[src/rtl/scfifo_arb_pkg.sv]
// Purpose: shared types and round-robin helper for the FIFO drain arbiter.
// Latency: n/a (types and a combinational function only).
// Backpressure: n/a.
package scfifo_arb_pkg;

    localparam int MAX_CH = 16;

    typedef enum logic {
        IDLE = 1'b0,
        LOCK = 1'b1
    } arb_state_e;

    typedef struct packed {
        logic       found;
        logic [3:0] idx;
    } rr_pick_t;

    // Rotate the request vector so the search starts just after last_ptr,
    // take the first set bit, and map it back to an absolute channel index.
    // The offsets are walked farthest-first so the nearest requester wins.
    function automatic rr_pick_t rr_pick(input logic [MAX_CH-1:0] req,
                                         input logic [3:0]        last_ptr,
                                         input int                n);
        rr_pick_t   r;
        logic [3:0] c;
        r = '0;
        for (int off = MAX_CH; off >= 1; off--) begin
            if (off <= n) begin
                c = 4'((int'(last_ptr) + off) % n);
                if (req[c]) begin
                    r.found = 1'b1;
                    r.idx   = c;
                end
            end
        end
        return r;
    endfunction

endpackage

[src/rtl/rr_priority_pick.sv]
// Purpose: combinational round-robin picker over NUM_CH request lines.
// Latency: 0 cycles (pure combinational).
// Backpressure: none; the caller decides whether the pick is consumed.
module rr_priority_pick
    import scfifo_arb_pkg::*;
#(
    parameter int NUM_CH   = 8,
    parameter int CH_WIDTH = $clog2(NUM_CH)
) (
    input  logic [NUM_CH-1:0]   i_req,
    input  logic [CH_WIDTH-1:0] i_last_ptr,
    output logic                o_found,
    output logic [CH_WIDTH-1:0] o_idx
);

    rr_pick_t w_pick;
    logic     w_unused_idx;

    assign w_pick       = rr_pick(MAX_CH'(i_req), 4'(i_last_ptr), NUM_CH);
    assign o_found      = w_pick.found;
    assign o_idx        = w_pick.idx[CH_WIDTH-1:0];
    // Upper index bits are always zero for NUM_CH below 16.
    assign w_unused_idx = ^w_pick.idx;

endmodule

[src/rtl/scfifo_rr_drain_arbiter.sv]
// Purpose: round-robin drain of NUM_CH show-ahead FIFOs onto one tagged stream, packet-atomic when PKT_MODE=1.
// Latency: 1 cycle from FIFO head to out_valid; one word per cycle sustained.
// Backpressure: out_ready=0 with out_valid held freezes the output register and suppresses all pops.
module scfifo_rr_drain_arbiter
    import scfifo_arb_pkg::*;
#(
    parameter int NUM_CH     = 8,
    parameter int DATA_WIDTH = 64,
    parameter int EOP_BIT    = DATA_WIDTH - 1,
    parameter int PKT_MODE   = 1,
    parameter int CH_WIDTH   = $clog2(NUM_CH)
) (
    input  logic                         clock,
    input  logic                         rst_n,
    input  logic [NUM_CH-1:0]            fifo_empty,
    input  logic [NUM_CH*DATA_WIDTH-1:0] fifo_q,
    output logic [NUM_CH-1:0]            fifo_rdreq,
    input  logic [NUM_CH-1:0]            ch_enable,
    output logic                         out_valid,
    input  logic                         out_ready,
    output logic [DATA_WIDTH-1:0]        out_data,
    output logic [CH_WIDTH-1:0]          out_ch,
    output logic                         out_eop,
    output logic                         locked
);

    arb_state_e            r_state;
    arb_state_e            w_state_nxt;
    logic [CH_WIDTH-1:0]   r_lock_ch;
    logic [CH_WIDTH-1:0]   r_last_ptr;
    logic                  r_out_valid;
    logic [DATA_WIDTH-1:0] r_out_data;
    logic [CH_WIDTH-1:0]   r_out_ch;

    logic [NUM_CH-1:0]     w_req;
    logic                  w_rr_found;
    logic [CH_WIDTH-1:0]   w_rr_idx;
    logic                  w_sel_vld;
    logic [CH_WIDTH-1:0]   w_sel;
    logic [DATA_WIDTH-1:0] w_head;
    logic                  w_eop;
    logic                  w_can_load;
    logic                  w_pop;

    // Enable only gates new grants; a locked channel bypasses this vector.
    assign w_req = ch_enable & ~fifo_empty;

    rr_priority_pick #(
        .NUM_CH   (NUM_CH),
        .CH_WIDTH (CH_WIDTH)
    ) u_pick (
        .i_req      (w_req),
        .i_last_ptr (r_last_ptr),
        .o_found    (w_rr_found),
        .o_idx      (w_rr_idx)
    );

    assign w_can_load = !r_out_valid || out_ready;

    // Channel selection: the locked channel mid-packet, otherwise the round-robin winner.
    always_comb begin
        w_sel     = w_rr_idx;
        w_sel_vld = w_rr_found;
        if (r_state == LOCK) begin
            w_sel     = r_lock_ch;
            w_sel_vld = 1'b1;
        end
    end

    // Head word of the selected FIFO and its end-of-packet flag.
    always_comb begin
        w_head = fifo_q[int'(w_sel)*DATA_WIDTH +: DATA_WIDTH];
    end
    assign w_eop = w_head[EOP_BIT];

    // A locked channel that ran dry stalls here rather than yielding the grant.
    assign w_pop = w_can_load && w_sel_vld && !fifo_empty[w_sel];

    // Pop strobe: one-hot on the selected channel, forced low while in reset.
    always_comb begin
        fifo_rdreq = '0;
        if (w_pop && rst_n) begin
            fifo_rdreq[w_sel] = 1'b1;
        end
    end

    // Next-state: lock on a non-EOP first word, release on the EOP word.
    always_comb begin
        w_state_nxt = r_state;
        case (r_state)
            IDLE:    if (w_pop && !w_eop && (PKT_MODE != 0)) w_state_nxt = LOCK;
            LOCK:    if (w_pop && w_eop) w_state_nxt = IDLE;
            default: w_state_nxt = IDLE;
        endcase
    end

    // State register.
    always_ff @(posedge clock) begin
        if (!rst_n) begin
            r_state <= IDLE;
        end else begin
            r_state <= w_state_nxt;
        end
    end

    // Lock channel and round-robin pointer; pointer moves only at packet boundaries in packet mode.
    always_ff @(posedge clock) begin
        if (!rst_n) begin
            r_lock_ch  <= '0;
            r_last_ptr <= CH_WIDTH'(NUM_CH - 1);
        end else begin
            if (w_pop && (r_state == IDLE)) begin
                r_lock_ch <= w_sel;
            end
            if (w_pop && ((PKT_MODE == 0) || w_eop)) begin
                r_last_ptr <= w_sel;
            end
        end
    end

    // Output register: load on pop, drain when the consumer takes the word and nothing replaces it.
    always_ff @(posedge clock) begin
        if (!rst_n) begin
            r_out_valid <= 1'b0;
            r_out_data  <= '0;
            r_out_ch    <= '0;
        end else if (w_pop) begin
            r_out_valid <= 1'b1;
            r_out_data  <= w_head;
            r_out_ch    <= w_sel;
        end else if (w_can_load) begin
            r_out_valid <= 1'b0;
        end
    end

    assign out_valid = r_out_valid;
    assign out_data  = r_out_data;
    assign out_ch    = r_out_ch;
    assign out_eop   = r_out_data[EOP_BIT];
    assign locked    = (r_state == LOCK);

endmodule

[config.mk]
export PLATFORM = sky130hd
export DESIGN_NAME = scfifo_rr_drain_arbiter
export DESIGN_NICKNAME = d
export VERILOG_FILES = /design/src/rtl/scfifo_arb_pkg.sv /design/src/rtl/rr_priority_pick.sv /design/src/rtl/scfifo_rr_drain_arbiter.sv
export SDC_FILE = /design/constraint.sdc
export NUM_CORES = 1
export LEC_CHECK = 0
export ABC_AREA = 1
export BUFFER_PORTS_ARGS = -buffer_cell sky130_fd_sc_hd__buf_4
export CORE_AREA = 2 2 235 237
export DETAILED_ROUTE_END_ITERATION = 10
export DIE_AREA = 0 0 237 239
export PLACE_DENSITY = 0.5
export RECOVER_POWER = 100
export SLEW_MARGIN = 10
export SYNTH_ARGS = -nofsm -noshare
export SYNTH_HDL_FRONTEND = slang
export SYNTH_HIERARCHICAL = 1
export SYNTH_SLANG_ARGS = --single-unit
export TNS_END_PERCENT = 1
[constraint.sdc]
create_clock -name clock -period 3.8 [get_ports clock]
set_input_delay 0.38 -clock clock [delete_from_list [all_inputs] [get_ports clock]]
set_output_delay 0.38 -clock clock [all_outputs]
set_load 0.005 [all_outputs]
==> out/metrics.csv <==
stage,metric,value,unit
drt,Post-Route WL,51.4,mm
drt,met1 wire length,21.2,mm
synthesis,Synth Cell Area,0.00841,mm²
critical_path,WS Path Type,reg -> out,
synthesis,sequential area share after synthesis,0.179,
synthesis,Mapped Cells,1671,
synthesis,Yosys warning total,6,
clocking,Num CTS Buffers,9,
drt,Pre-Repair DR Iteration Count,7,
grt,initial antenna violation count,3,
synthesis,Synth cell types,35,
drt,Residual DRC,0,
timing,"Slew Viols, Final",0,
clocking,"Clk Latency, worst-skew pair",0.38,ns
timing,Max Freq,272,MHz
synthesis,largest area contributor in the synthesized netlist,nand2_1,
grt,vias in the first global route,12200,
drt,DR vias,12700,
critical_path,Crit path arrival time,3.30,ns
synthesis,proportion of synthesized area in mux cells,0,
layout,"Area growth, synth to finish",68.8,%
synthesis,main combinational cell family by area after synthesis,simple AND/OR/NAND/NOR gates,
clocking,H-tree depth,3,
drt,Routed Antenna Nets,0,
timing,Tmin final,3.68,ns
synthesis,Post-synth EDFFs,0,
timing,Tcrit/Tclk final,0.969,
synthesis,Post-Syn Nets,2204,
synthesis,most instantiated cells after synthesis,"nand2_1 (454), nor2_1 (407), o21ai_0 (185), a21oi_1 (137), inv_1 (116)",
synthesis,#FFs+latches synth,75,
drt,wire length per cell,17.5,µm
critical_path,maximum fanout along the worst path,7,
critical_path,Critical Path RT,3.42,ns
floorplan,core box area,0.0543,mm²
critical_path,R2R setup slack,0.41,ns
clocking,CTS Root Cell,clkbuf_16,
layout,nets,2760,
clocking,worst-case clock buffer depth,2,
clocking,"Clk pin slew, worst setup/hold paths",0.06,ns
synthesis,Post-Synth Simple-Gate Area,0.493,
drt,met2 WL,25.0,mm
critical_path,Startpoint Class,register,
floorplan,die height,239,µm
placement,GP Congestion,0.879,
synthesis,xor/xnor share of the synthesized area,0.00536,
drt,DR vias/cell,4.34,
grt,global-route wire length before repair,72.4,mm
timing,slew at the pin closest to its max-slew limit,0.937,ns
min_path,Hold Crit Depth,4,
critical_path,CP endpoint,fifo_rdreq[6],
drt,WL met3,3.31,mm
floorplan,Chip Width,237,µm
synthesis,Adder-Cell Fraction of Synth Area,0.00298,
synthesis,Most used DFF post-synth,dfxtp_1,
floorplan,initial core utilization,0.155,
critical_path,Reg2Reg Depth,25,
floorplan,die area,0.0566,mm²
timing,Worst Skew,0.0101,ns
outcome,outcome,"complete, no violations",
placement,I/O Buffers,608,
floorplan,row count,86,
critical_path,CP startpoint,r_last_ptr[1]$_SDFFE_PN1P_,
timing,RSZ-0062 raised after global routing,yes,
layout,ratio of cells with drive above 1 in the final layout,0.311,
synthesis,Area contributors post-synth,"nand2_1 (20%), nor2_1 (18%), dfxtp_1 (18%)",
grt,pin count of the biggest net entering global routing,104,
floorplan,IO Pins,609,
critical_path,CP endpoint kind,output port,
clocking,CTS tree,yes,
timing,worst rel slew slack,0.375,
synthesis,"FFs w/ async S/R, synth",0,
layout,fillers,6269,
drt,Top Metal Used,met4,
critical_path,reg2reg end,out_data[11]$_SDFFE_PN0N_,
synthesis,top-count cell post-synth,nand2_1,
timing,Final Hold Violating Endpoints,0,
grt,grt ovf,0,
timing,setup violators final,0,
drt,Iteration-0 DRC Markers,732,
clocking,CTS sink count,75,
synthesis,Syn Area/Cell,5.03,µm²
layout,fin util,0.261,
critical_path,reg-to-reg startpoint,r_last_ptr[1]$_SDFFE_PN1P_,
placement,DP Wirelength,40.8,mm
synthesis,area fraction of the dominant cell type after synthesis,0.203,
grt,GRT Util Overall,0.170,
min_path,hold crit path type,in -> reg,
flow_run,maxcap violations,0,
synthesis,Synth Area in Compound Gates,0.197,
==> placed cells by master (no fill, tap or decap), types with 11 or more instances in the layout <==
master / instances
clkbuf_4: 11
clkbuf_1: 59
buf_12: 11
inv_1: 113
nand2_1: 448
buf_4: 577
o21ai_0: 185
dfxtp_1: 72
nor2_1: 406
nand2_2: 16
nand3_2: 13
a21oi_1: 136
nand3_1: 97
==> logic make-up after synthesis <==
| family | after synthesis |
|---|---|
| compound gates | 330 |
| xor+xnor | 3 |
| fa+ha+maj | 2 |
| buf+inv | 239 |
| flops | 75 |
| simple gates | 1022 |
==> metal layers <==
layer	vias up	GRT usage
met1	5720	0.199
met4	0	0.0811
met2	550	0.297
met5	-	0
li1	6381	-
met3	89	0.0372
==> area by class of cell <==
| type | count | area (µm²) | share of cell area |
|---|---|---|---|
| timing repair buffer | 660 | 4880 | 0.344 |
| tap | 704 | 881 | 0.0620 |
| clock buffer | 11 | 233 | 0.0164 |
| clock inverter | 5 | 77.6 | 0.00546 |
| multi-input combinational | 1358 | 6130 | 0.432 |
| sequential | 75 | 1510 | 0.106 |
| antenna | 2 | 5.00 | 0.000352 |
| inverter | 123 | 480 | 0.0338 |
==> per-stage QoR <==
step | area [µm²] | setup WS [ns] | hold WS [ns] | cells | setup TNS (ns)
finish | 14200 | 0.120 | 0.280 | 2938 | 0
global route | 14200 | -0.137 | 0.300 | 2937 | -0.615
CTS | 14200 | 0.00244 | 0.236 | 2929 | 0
detailed placement | 13800 | 0.0825 | 0.471 | 2911 | 0
global placement | 13800 | 0.122 | 0.464 | 2911 | 0
floorplan | 8410 | 0.547 | 0.456 | 1671 | 0
==> timing repair <==
item,4_1_cts,5_1_grt
gates cloned,0,1
setup buffers,2,6
setup endpoints to repair,8,61
pin swaps,1,13
hold buffers,0,0
resized for setup,8,45
==> worst max-delay path: stages (launching register included) <==
cell	delay, ns
dfxtp_2	0.36
inv_4	0.06
ha_4	0.29
inv_6	0.09
nand3_1	0.11
nand3_1	0.14
nand2_2	0.11
a21oi_2	0.12
nand2_1	0.06
nand2_1	0.06
nand2_1	0.04
nand2_1	0.06
nand2_1	0.06
nand2_2	0.09
inv_1	0.05
nand2_2	0.08
nand2_4	0.10
nand3_2	0.10
nor2_1	0.04
nor2_1	0.08
nand2_1	0.09
nor2_4	0.27
nand2_8	0.15
nor3_4	0.18
buf_4	0.13
==> flip-flops by register name, indices dropped and copies added, names as in the netlist, named ones only <==
| register | cells |
|---|---|
| out_ch | 3 |
| out_data | 64 |
| out_valid | 1 |
| r_last_ptr | 3 |
| r_lock_ch | 3 |
==> worst min path at each step <==
stage	start	end
floorplan	r_last_ptr[2]$_SDFFE_PN1P_	r_last_ptr[2]$_SDFFE_PN1P_
global placement	out_ch[2]$_SDFFE_PN0N_	out_ch[2]$_SDFFE_PN0N_
detailed placement	out_ch[1]$_SDFFE_PN0N_	out_ch[1]$_SDFFE_PN0N_
CTS	out_ready	out_valid$_SDFFE_PN0P_
global route	out_ready	out_valid$_SDFFE_PN0P_
finish	out_ready	out_valid$_SDFFE_PN0P_
Power is not shown: default switching activity piles up to over one toggle a cycle in this logic, so the estimate is an artifact.
